===== src/rtl/intadd_wb_if.sv =====
// intadd_wb_if: intadd result capture and register-file write port bundle.
// slave = writeback stage, master = upstream/regfile side.
interface intadd_wb_if #(
  parameter int AW = 5
);
  logic          in_valid;
  logic          in_ready;
  logic [127:0]  in_dst0;
  logic [127:0]  in_dst1;
  logic [127:0]  in_st;
  logic          in_update_st;
  logic          in_dual;
  logic [AW-1:0] in_addr0;
  logic [AW-1:0] in_addr1;
  logic          rf_we;
  logic [AW-1:0] rf_waddr;
  logic [127:0]  rf_wdata;
  logic          rf_ready;

  modport slave (
    input  in_valid, in_dst0, in_dst1, in_st,
    input  in_update_st, in_dual, in_addr0, in_addr1,
    output in_ready,
    output rf_we, rf_waddr, rf_wdata,
    input  rf_ready
  );

  modport master (
    output in_valid, in_dst0, in_dst1, in_st,
    output in_update_st, in_dual, in_addr0, in_addr1,
    input  in_ready,
    input  rf_we, rf_waddr, rf_wdata,
    output rf_ready
  );
endinterface


===== src/rtl/intadd_wb.sv =====
// intadd_wb: intadd writeback stage, FIFO + regfile write serialiser.
// INTADD_WB_PERF_EN adds perf_wr_cnt / perf_stall_cnt counters.
module intadd_wb #(
  parameter int DEPTH = 4,
  parameter int AW    = 5
) (
  input  logic         clk,
  input  logic         rst,
  intadd_wb_if.slave   bus,
  input  logic         st_clr,
  output logic [127:0] st_sticky,
  output logic         busy
`ifdef INTADD_WB_PERF_EN
  ,
  output logic [31:0]  perf_wr_cnt,
  output logic [31:0]  perf_stall_cnt
`endif
);
  localparam int PW = $clog2(DEPTH);

  typedef struct packed {
    logic [127:0]  dst0;
    logic [127:0]  dst1;
    logic [127:0]  st;
    logic          update_st;
    logic          dual;
    logic [AW-1:0] addr0;
    logic [AW-1:0] addr1;
  } entry_t;

  typedef enum logic [1:0] {
    IDLE,
    WR0,
    WR1
  } state_t;

  state_t        state, state_nx;
  entry_t        mem [DEPTH];
  entry_t        head;
  entry_t        wr_entry;
  logic [PW-1:0] wr_ptr, rd_ptr;
  logic [PW:0]   count;
  logic          full, empty;
  logic          push, pop;
  logic          remain;

  assign head  = mem[rd_ptr];
  assign full  = count == (PW+1)'(DEPTH);
  assign empty = count == '0;
  assign busy  = !empty || state != IDLE;

  assign bus.in_ready = !rst && !full;
  assign push = bus.in_valid && bus.in_ready;

  // After this pop, does anything remain (a same-cycle push counts)?
  assign remain = count > (PW+1)'(1) || push;

  assign wr_entry = '{
    dst0:      bus.in_dst0,
    dst1:      bus.in_dst1,
    st:        bus.in_st,
    update_st: bus.in_update_st,
    dual:      bus.in_dual,
    addr0:     bus.in_addr0,
    addr1:     bus.in_addr1
  };

  always_ff @(posedge clk) begin
    if (push) mem[wr_ptr] <= wr_entry;
  end

  always_ff @(posedge clk) begin
    if (rst) begin
      wr_ptr <= '0;
      rd_ptr <= '0;
      count  <= '0;
    end else begin
      if (push) wr_ptr <= wr_ptr + 1'b1;
      if (pop)  rd_ptr <= rd_ptr + 1'b1;
      if (push && !pop)      count <= count + 1'b1;
      else if (pop && !push) count <= count - 1'b1;
    end
  end

  always_ff @(posedge clk) begin
    if (rst) state <= IDLE;
    else     state <= state_nx;
  end

  always_comb begin
    state_nx     = state;
    pop          = 1'b0;
    bus.rf_we    = 1'b0;
    bus.rf_waddr = '0;
    bus.rf_wdata = '0;
    unique case (state)
      IDLE: begin
        if (!empty) state_nx = WR0;
      end
      WR0: begin
        bus.rf_we    = 1'b1;
        bus.rf_waddr = head.addr0;
        bus.rf_wdata = head.dst0;
        if (bus.rf_ready) begin
          if (head.dual) begin
            state_nx = WR1;
          end else begin
            pop      = 1'b1;
            state_nx = remain ? WR0 : IDLE;
          end
        end
      end
      WR1: begin
        bus.rf_we    = 1'b1;
        bus.rf_waddr = head.addr1;
        bus.rf_wdata = head.dst1;
        if (bus.rf_ready) begin
          pop      = 1'b1;
          state_nx = remain ? WR0 : IDLE;
        end
      end
      default: state_nx = IDLE;
    endcase
  end

  // Clear takes effect before the popped entry's status is merged.
  always_ff @(posedge clk) begin
    if (rst) begin
      st_sticky <= '0;
    end else if (pop && head.update_st) begin
      st_sticky <= (st_clr ? '0 : st_sticky) | head.st;
    end else if (st_clr) begin
      st_sticky <= '0;
    end
  end

`ifdef INTADD_WB_PERF_EN
  always_ff @(posedge clk) begin
    if (rst) begin
      perf_wr_cnt    <= '0;
      perf_stall_cnt <= '0;
    end else begin
      if (bus.rf_we && bus.rf_ready)
        perf_wr_cnt <= perf_wr_cnt + 32'd1;
      if (bus.rf_we && !bus.rf_ready)
        perf_stall_cnt <= perf_stall_cnt + 32'd1;
    end
  end
`endif
endmodule

===== src/flat_wrapper.sv =====
// flat-port wrapper written by rule: the top's interface ports become plain ports
module intadd_wb_flat 
#(
  parameter int DEPTH = 4,
  parameter int AW    = 5
)
  (clk, rst, st_clr, st_sticky, busy, bus_in_valid, bus_in_dst0, bus_in_dst1, bus_in_st, bus_in_update_st, bus_in_dual, bus_in_addr0, bus_in_addr1, bus_in_ready, bus_rf_we, bus_rf_waddr, bus_rf_wdata, bus_rf_ready);
  intadd_wb_if #(.AW(AW)) bus_i ();
  input  logic clk;
  input  logic rst;
  input  logic st_clr;
  output logic [127:0] st_sticky;
  output logic busy;
  input wire logic [$bits(bus_i.in_valid)-1:0] bus_in_valid;
  input wire logic [$bits(bus_i.in_dst0)-1:0] bus_in_dst0;
  input wire logic [$bits(bus_i.in_dst1)-1:0] bus_in_dst1;
  input wire logic [$bits(bus_i.in_st)-1:0] bus_in_st;
  input wire logic [$bits(bus_i.in_update_st)-1:0] bus_in_update_st;
  input wire logic [$bits(bus_i.in_dual)-1:0] bus_in_dual;
  input wire logic [$bits(bus_i.in_addr0)-1:0] bus_in_addr0;
  input wire logic [$bits(bus_i.in_addr1)-1:0] bus_in_addr1;
  output wire logic [$bits(bus_i.in_ready)-1:0] bus_in_ready;
  output wire logic [$bits(bus_i.rf_we)-1:0] bus_rf_we;
  output wire logic [$bits(bus_i.rf_waddr)-1:0] bus_rf_waddr;
  output wire logic [$bits(bus_i.rf_wdata)-1:0] bus_rf_wdata;
  input wire logic [$bits(bus_i.rf_ready)-1:0] bus_rf_ready;
  assign bus_i.in_valid = bus_in_valid;
  assign bus_i.in_dst0 = bus_in_dst0;
  assign bus_i.in_dst1 = bus_in_dst1;
  assign bus_i.in_st = bus_in_st;
  assign bus_i.in_update_st = bus_in_update_st;
  assign bus_i.in_dual = bus_in_dual;
  assign bus_i.in_addr0 = bus_in_addr0;
  assign bus_i.in_addr1 = bus_in_addr1;
  assign bus_in_ready = bus_i.in_ready;
  assign bus_rf_we = bus_i.rf_we;
  assign bus_rf_waddr = bus_i.rf_waddr;
  assign bus_rf_wdata = bus_i.rf_wdata;
  assign bus_i.rf_ready = bus_rf_ready;
  intadd_wb #(.DEPTH(DEPTH), .AW(AW)) u_core (.clk(clk), .rst(rst), .bus(bus_i), .st_clr(st_clr), .st_sticky(st_sticky), .busy(busy));
endmodule

===== config.mk =====
export PLATFORM = sky130hd
export DESIGN_NAME = intadd_wb_flat
export DESIGN_NICKNAME = d
export VERILOG_FILES = /design/src/rtl/intadd_wb_if.sv /design/src/rtl/intadd_wb.sv /design/src/flat_wrapper.sv
export SDC_FILE = /design/constraint.sdc
export NUM_CORES = 1
export LEC_CHECK = 0
export ABC_AREA = 1
export CELL_PAD_IN_SITES_DETAIL_PLACEMENT = 1
export CELL_PAD_IN_SITES_GLOBAL_PLACEMENT = 1
export CORE_ASPECT_RATIO = 2
export CORE_MARGIN = 2
export CORE_UTILIZATION = 45
export CTS_BUF_LIST = sky130_fd_sc_hd__clkbuf_2
export CTS_CLUSTER_DIAMETER = 80
export DETAILED_ROUTE_END_ITERATION = 16
export GPL_ROUTABILITY_DRIVEN = 0
export PLACE_DENSITY_LB_ADDON = 0.1
export REMOVE_ABC_BUFFERS = 1
export SLEW_MARGIN = 0
export SYNTH_ARGS = -nofsm -noshare
export SYNTH_HDL_FRONTEND = slang
export SYNTH_SLANG_ARGS = --single-unit
export TNS_END_PERCENT = 1

===== constraint.sdc =====
create_clock -name clk -period 33.3 [get_ports clk]
set_clock_uncertainty 0.1 [all_clocks]
set_input_delay 8.325 -clock clk [delete_from_list [all_inputs] [get_ports clk]]
set_output_delay 8.325 -clock clk [all_outputs]
set_load 0.05 [all_outputs]

======== Word-level counts from Yosys, hierarchy flattened ========
Memory sizes are Yosys's and may differ from the RTL's. A register that Yosys moved wholly into a read port is not among the register bits.
Cells that the tools add are included.
word-level totals
  memory bits (writable) .................. 1584
  register bits ........................... 137
  memories ................................ 1
  output and inout port bits .............. 264
  word-level logic and storage cells ...... 57
memories
  name        depth  width  rd ports  clocked after memory_dff  write ports  line             source
  u_core.mem  4      396    1         1                         1            intadd_wb.sv:38  entry_t mem [DEPTH];
operators by class
  add/sub/neg operators ................... 4
  bitwise gates (word level) .............. 1
  reduce and logical (&&, ||, !) cells .... 18
  equality and inequality tests ........... 6
  $lt $le $gt $ge ......................... 1
  muxes and demuxes ....................... 21
operators with widths
  kind                 count
  $mux 128             2
  $pmux 128 s2         1
  $or 128x128->128     1
  $mux 2               6
  $pmux 5 s2           1
  $mux 1               7
  $mux 3               2
  $ne 2x2->1 const B   3
  $pmux 2 s3           1
  $logic_and 1x1->1    5
  $logic_not 1->1      5
  $add 2x1->2 const B  2
  $reduce_bool 2->1    2
  $add 3x1->3 const B  1
  $eq 3x3->1 const B   1
  $gt 3x1->1 const B   1
  $logic_not 3->1      1
  $reduce_and 3->1     1
  $sub 3x1->3 const B  1
  $eq 2x1->1 const B   1
  $eq 2x2->1 const B   1
  $logic_not 2->1      1
  $logic_or 1x1->1     2
  $pmux 1 s2           1
  $reduce_or 2->1      1

======== Longest topological paths before layout ========
  depth after elaboration ................. 9
  gate-level depth with buffers ........... 13

======== Least setup slack after synthesis ========
OpenSTA, ideal clock, no wires.
  path type ............................... input to register
  start point ............................. input port rst
  end point ............................... memory u_core.mem[0][0] in the netlist's numbering (enable)
  stages .................................. 4
  setup time .............................. 1.165 ns
  slack ................................... 6.744 ns
  arrival ................................. 25.291 ns
  data required time ...................... 32.035 ns
  path buffers ............................ 1
  cell sequence ........................... clkbuf_1 inv_1 nand3_1 nor2_1
on the way
  cells in the longest elaborated chain, start to end .. 5
RTL lines
  element                       line                source
  start: declaration            flat_wrapper.sv:10  input logic rst;
  $logic_not 1->1               intadd_wb.sv:52     assign bus.in_ready = !rst && !full;
  $logic_and 1x1->1             intadd_wb.sv:52
  $logic_and 1x1->1             intadd_wb.sv:53     assign push = bus.in_valid && bus.in_ready;
  $mux 1                        intadd_wb.sv:69     if (push) mem[wr_ptr] <= wr_entry;
  $mux 1 (not written as such)  intadd_wb.sv:69
  end: declaration              intadd_wb.sv:38
Every way passes these cells.

======== Worst setup path in the final report ========
  start point ............................. input port rst
  end point ............................... output port bus_in_ready
on the way
  cells in the longest elaborated chain, start to end .. 2
RTL lines
  element            line                source
  $logic_not 1->1    intadd_wb.sv:52
  $logic_and 1x1->1  intadd_wb.sv:52
  end: declaration   flat_wrapper.sv:22  output wire logic [$bits(bus_i.in_ready)-1:0] bus_in_ready;
Every way passes these cells.

==> results.cfg <==
[clocking]
cts_made_buffers = 376
cts_buffer_depth = 4
cts_resized = 0
clkTransAtPathRegs_ns = 0.11
clock-sinks = 1723
cts_htree_levels = 5
cts_tree = yes
postCtsHoldBufs = 0
cts_root_buf = clkbuf_2
clock_latency_ns = 1.41
postCtsSetupRepairBufs = 0

[floorplan]
dieWidth_um = 276.3
die_h_um = 548.6
core_sq_um = 147200
rows = 199
ios = 665
dieArea_sq_um = 151600
start_util = 0.4535

[pwr]
peakVddDrop_v = 0.00003579
power_switching_mw = 1.219
intPower_mw = 3.037
comb_power_share = 0.127
share_seq_of_total_power = 0.572
powerDensity_nw_per_um2 = 54.49
clockPowerShare = 0.301
p_leak_nw = 26.46
swShare = 0.2864

[hold_path]
min-delay-path-class = register to register
min_from = u_core.rd_ptr[0]
hold_depth = 2

[timing]
maxSlewHeadroom = 0.2418
fin_tns_setup_ns = 0
worst_pin_slew_ns = 1.137
rsz0062_at_grt = no
slew_violations = 0
timing.final.ws_setup_ns = 15.17
setup_viol = 0
min_period_over_period = 0.5445
min_period_ns = 18.13
hold_slack_ns = 0.4091
fmax_ghz = 0.05515
finalHoldViolations = 0

[synthesis]
ys_seq_area_frac = 0.7545
synth_seq_cells = 1723
syn-cell-area_sq_um = 66730
ys_warn_count = 0
synth.distinct_cells = 30
syn_area_per_cell_sq_um = 12.57
synth_cells = 5308

[setup_path]
ff2ff_setup_slack_ns = 26.87
critPathCaptureType = output port
r2r_end = u_core.st_sticky[13]
critPathKind = primary input to output port
worstSetupStartpointType = primary input
crit_path_max_fanout = 3
reg2reg_depth = 12
worstPathArrival_ns = 9.71
crit_required_ns = 24.88

[grt]
grt_pass1_vias = 48510
grt_most_used_layer = met2
overflow = 0
grt_max_degree = 336
grt_use_total = 0.2435
antenna_found_initial = 70
grt_pass1_wl_um = 282500
gr-usage-met3 = 0.08657
grt_use_met2 = 0.4183
use_met1 = 0.2834

[drt]
vias = 45000
wl_um = 188200
wl_per_cell_um = 22.76
routed_via_density = 5.442
drcViolationCount = 0
ant_nets = 0
drt_iter0_markers = 2570
drt_first_pass_iters = 5

[flow_run]
maxCapViolations = 0

[run_status]
status = finished clean

[place]
hpwl_um = 104400
port_buffers = 664
dpl_cell_area_sq_um = 74720
dp_slack_ns = 15.14

[final_layout]
layout_commonest_cell = edfxtp_1
fin_util = 0.5308
drive_above_1_share = 0.1190
final_cell_mix = edfxtp_1 (1584), nor2_1 (1215), o21ai_0 (686)
stdcell_area_sq_um = 78100
area_growth_pct = 17.05
nets = 6470
## Yosys cell counts, drive strengths merged
cell type / n / area [sq um]
a21oi: 143 / 715.7
a22oi: 1 / 7.510
and3: 1 / 6.260
buf: 127 / 839.6
clkbuf: 222 / 837.1
clkinv: 1 / 5.000
dfxtp: 139 / 2783
edfxtp: 1584 / 47570
ha: 13 / 162.7
inv: 282 / 1064
nand2: 281 / 1057
nand3: 10 / 55.05
nand4: 2 / 18.77
nor2: 1309 / 5139
o21ai: 796 / 3984
o21bai: 1 / 7.510
o22ai: 394 / 2465
xnor2: 1 / 8.760
xor2: 1 / 8.760
## through the flow
| step | instances | power [mW] |
|---|---|---|
| after global routing | 8257 | 4.448 |
| after floorplan | 4959 | 2.829 |
| final | 8270 | 4.256 |
| after CTS | 8246 | 4.319 |
| after global placement | 7587 | 3.019 |
| after detailed placement | 7587 | 3.032 |
## worst max-delay path, cell delays in order
cell             delay [ns]
buf_4                  0.18
a21oi_1                0.30
clkdlybuf4s50_1        0.87
## registers in the layout, indices dropped and copies added, names as in the netlist, named ones only
register and cells:
u_core.rd_ptr 2, u_core.wr_ptr 2, u_core.mem 1584, u_core.state 2
u_core.count 3, u_core.st_sticky 128
## power by group through the flow
stage / clock network (mW) / logic [mW] / registers (mW)
global route: 1.42 / 0.584 / 2.44
finish: 1.28 / 0.541 / 2.44
CTS: 1.33 / 0.548 / 2.44
global placement: 0 / 0.537 / 2.48
detailed placement: 0 / 0.546 / 2.49
floorplan: 0 / 0.292 / 2.54
## how the worst max path moves through the flow
stage	startpoint	end	depth (start not counted)
global route	rst	bus_in_ready	3
global placement	rst	bus_in_ready	3
floorplan	register	bus_rf_waddr[0]	5
CTS	rst	bus_in_ready	3
finish	rst	bus_in_ready	3
detailed placement	rst	bus_in_ready	3
## cell families after synthesis
| logic type | Yosys count | synth area share |
|---|---|---|
| DFF | 1723 | 0.7545 |
| and+or+nand+nor | 1603 | 0.09405 |
| AOI/OAI and AO/OA | 1335 | 0.1076 |
| buffers and inverters | 632 | 0.04114 |
| adders and majority gates | 13 | 0.002438 |
| xor gates and xnor gates | 2 | 0.0002626 |
## area by class of cell
| cell class | count | area [sq um] |
|---|---|---|
| fillers | 15330 | 69050 |
| diodes | 24 | 60.06 |
| clock buffers | 558 | 2793 |
| clock inverters | 101 | 534.3 |
| flip-flops and latches | 1723 | 50360 |
| multi-input cells | 2953 | 13700 |
| well taps | 1909 | 2389 |
| repair buffers | 719 | 7167 |
| inverters | 283 | 1106 |
## layer usage
metal,share of wire,wire (um)
met5,0.0034,638
met1,0.40,75170
met4,0.022,4075
met2,0.49,92720
met3,0.083,15600
Note: power is estimated with default switching activity, not from simulation.
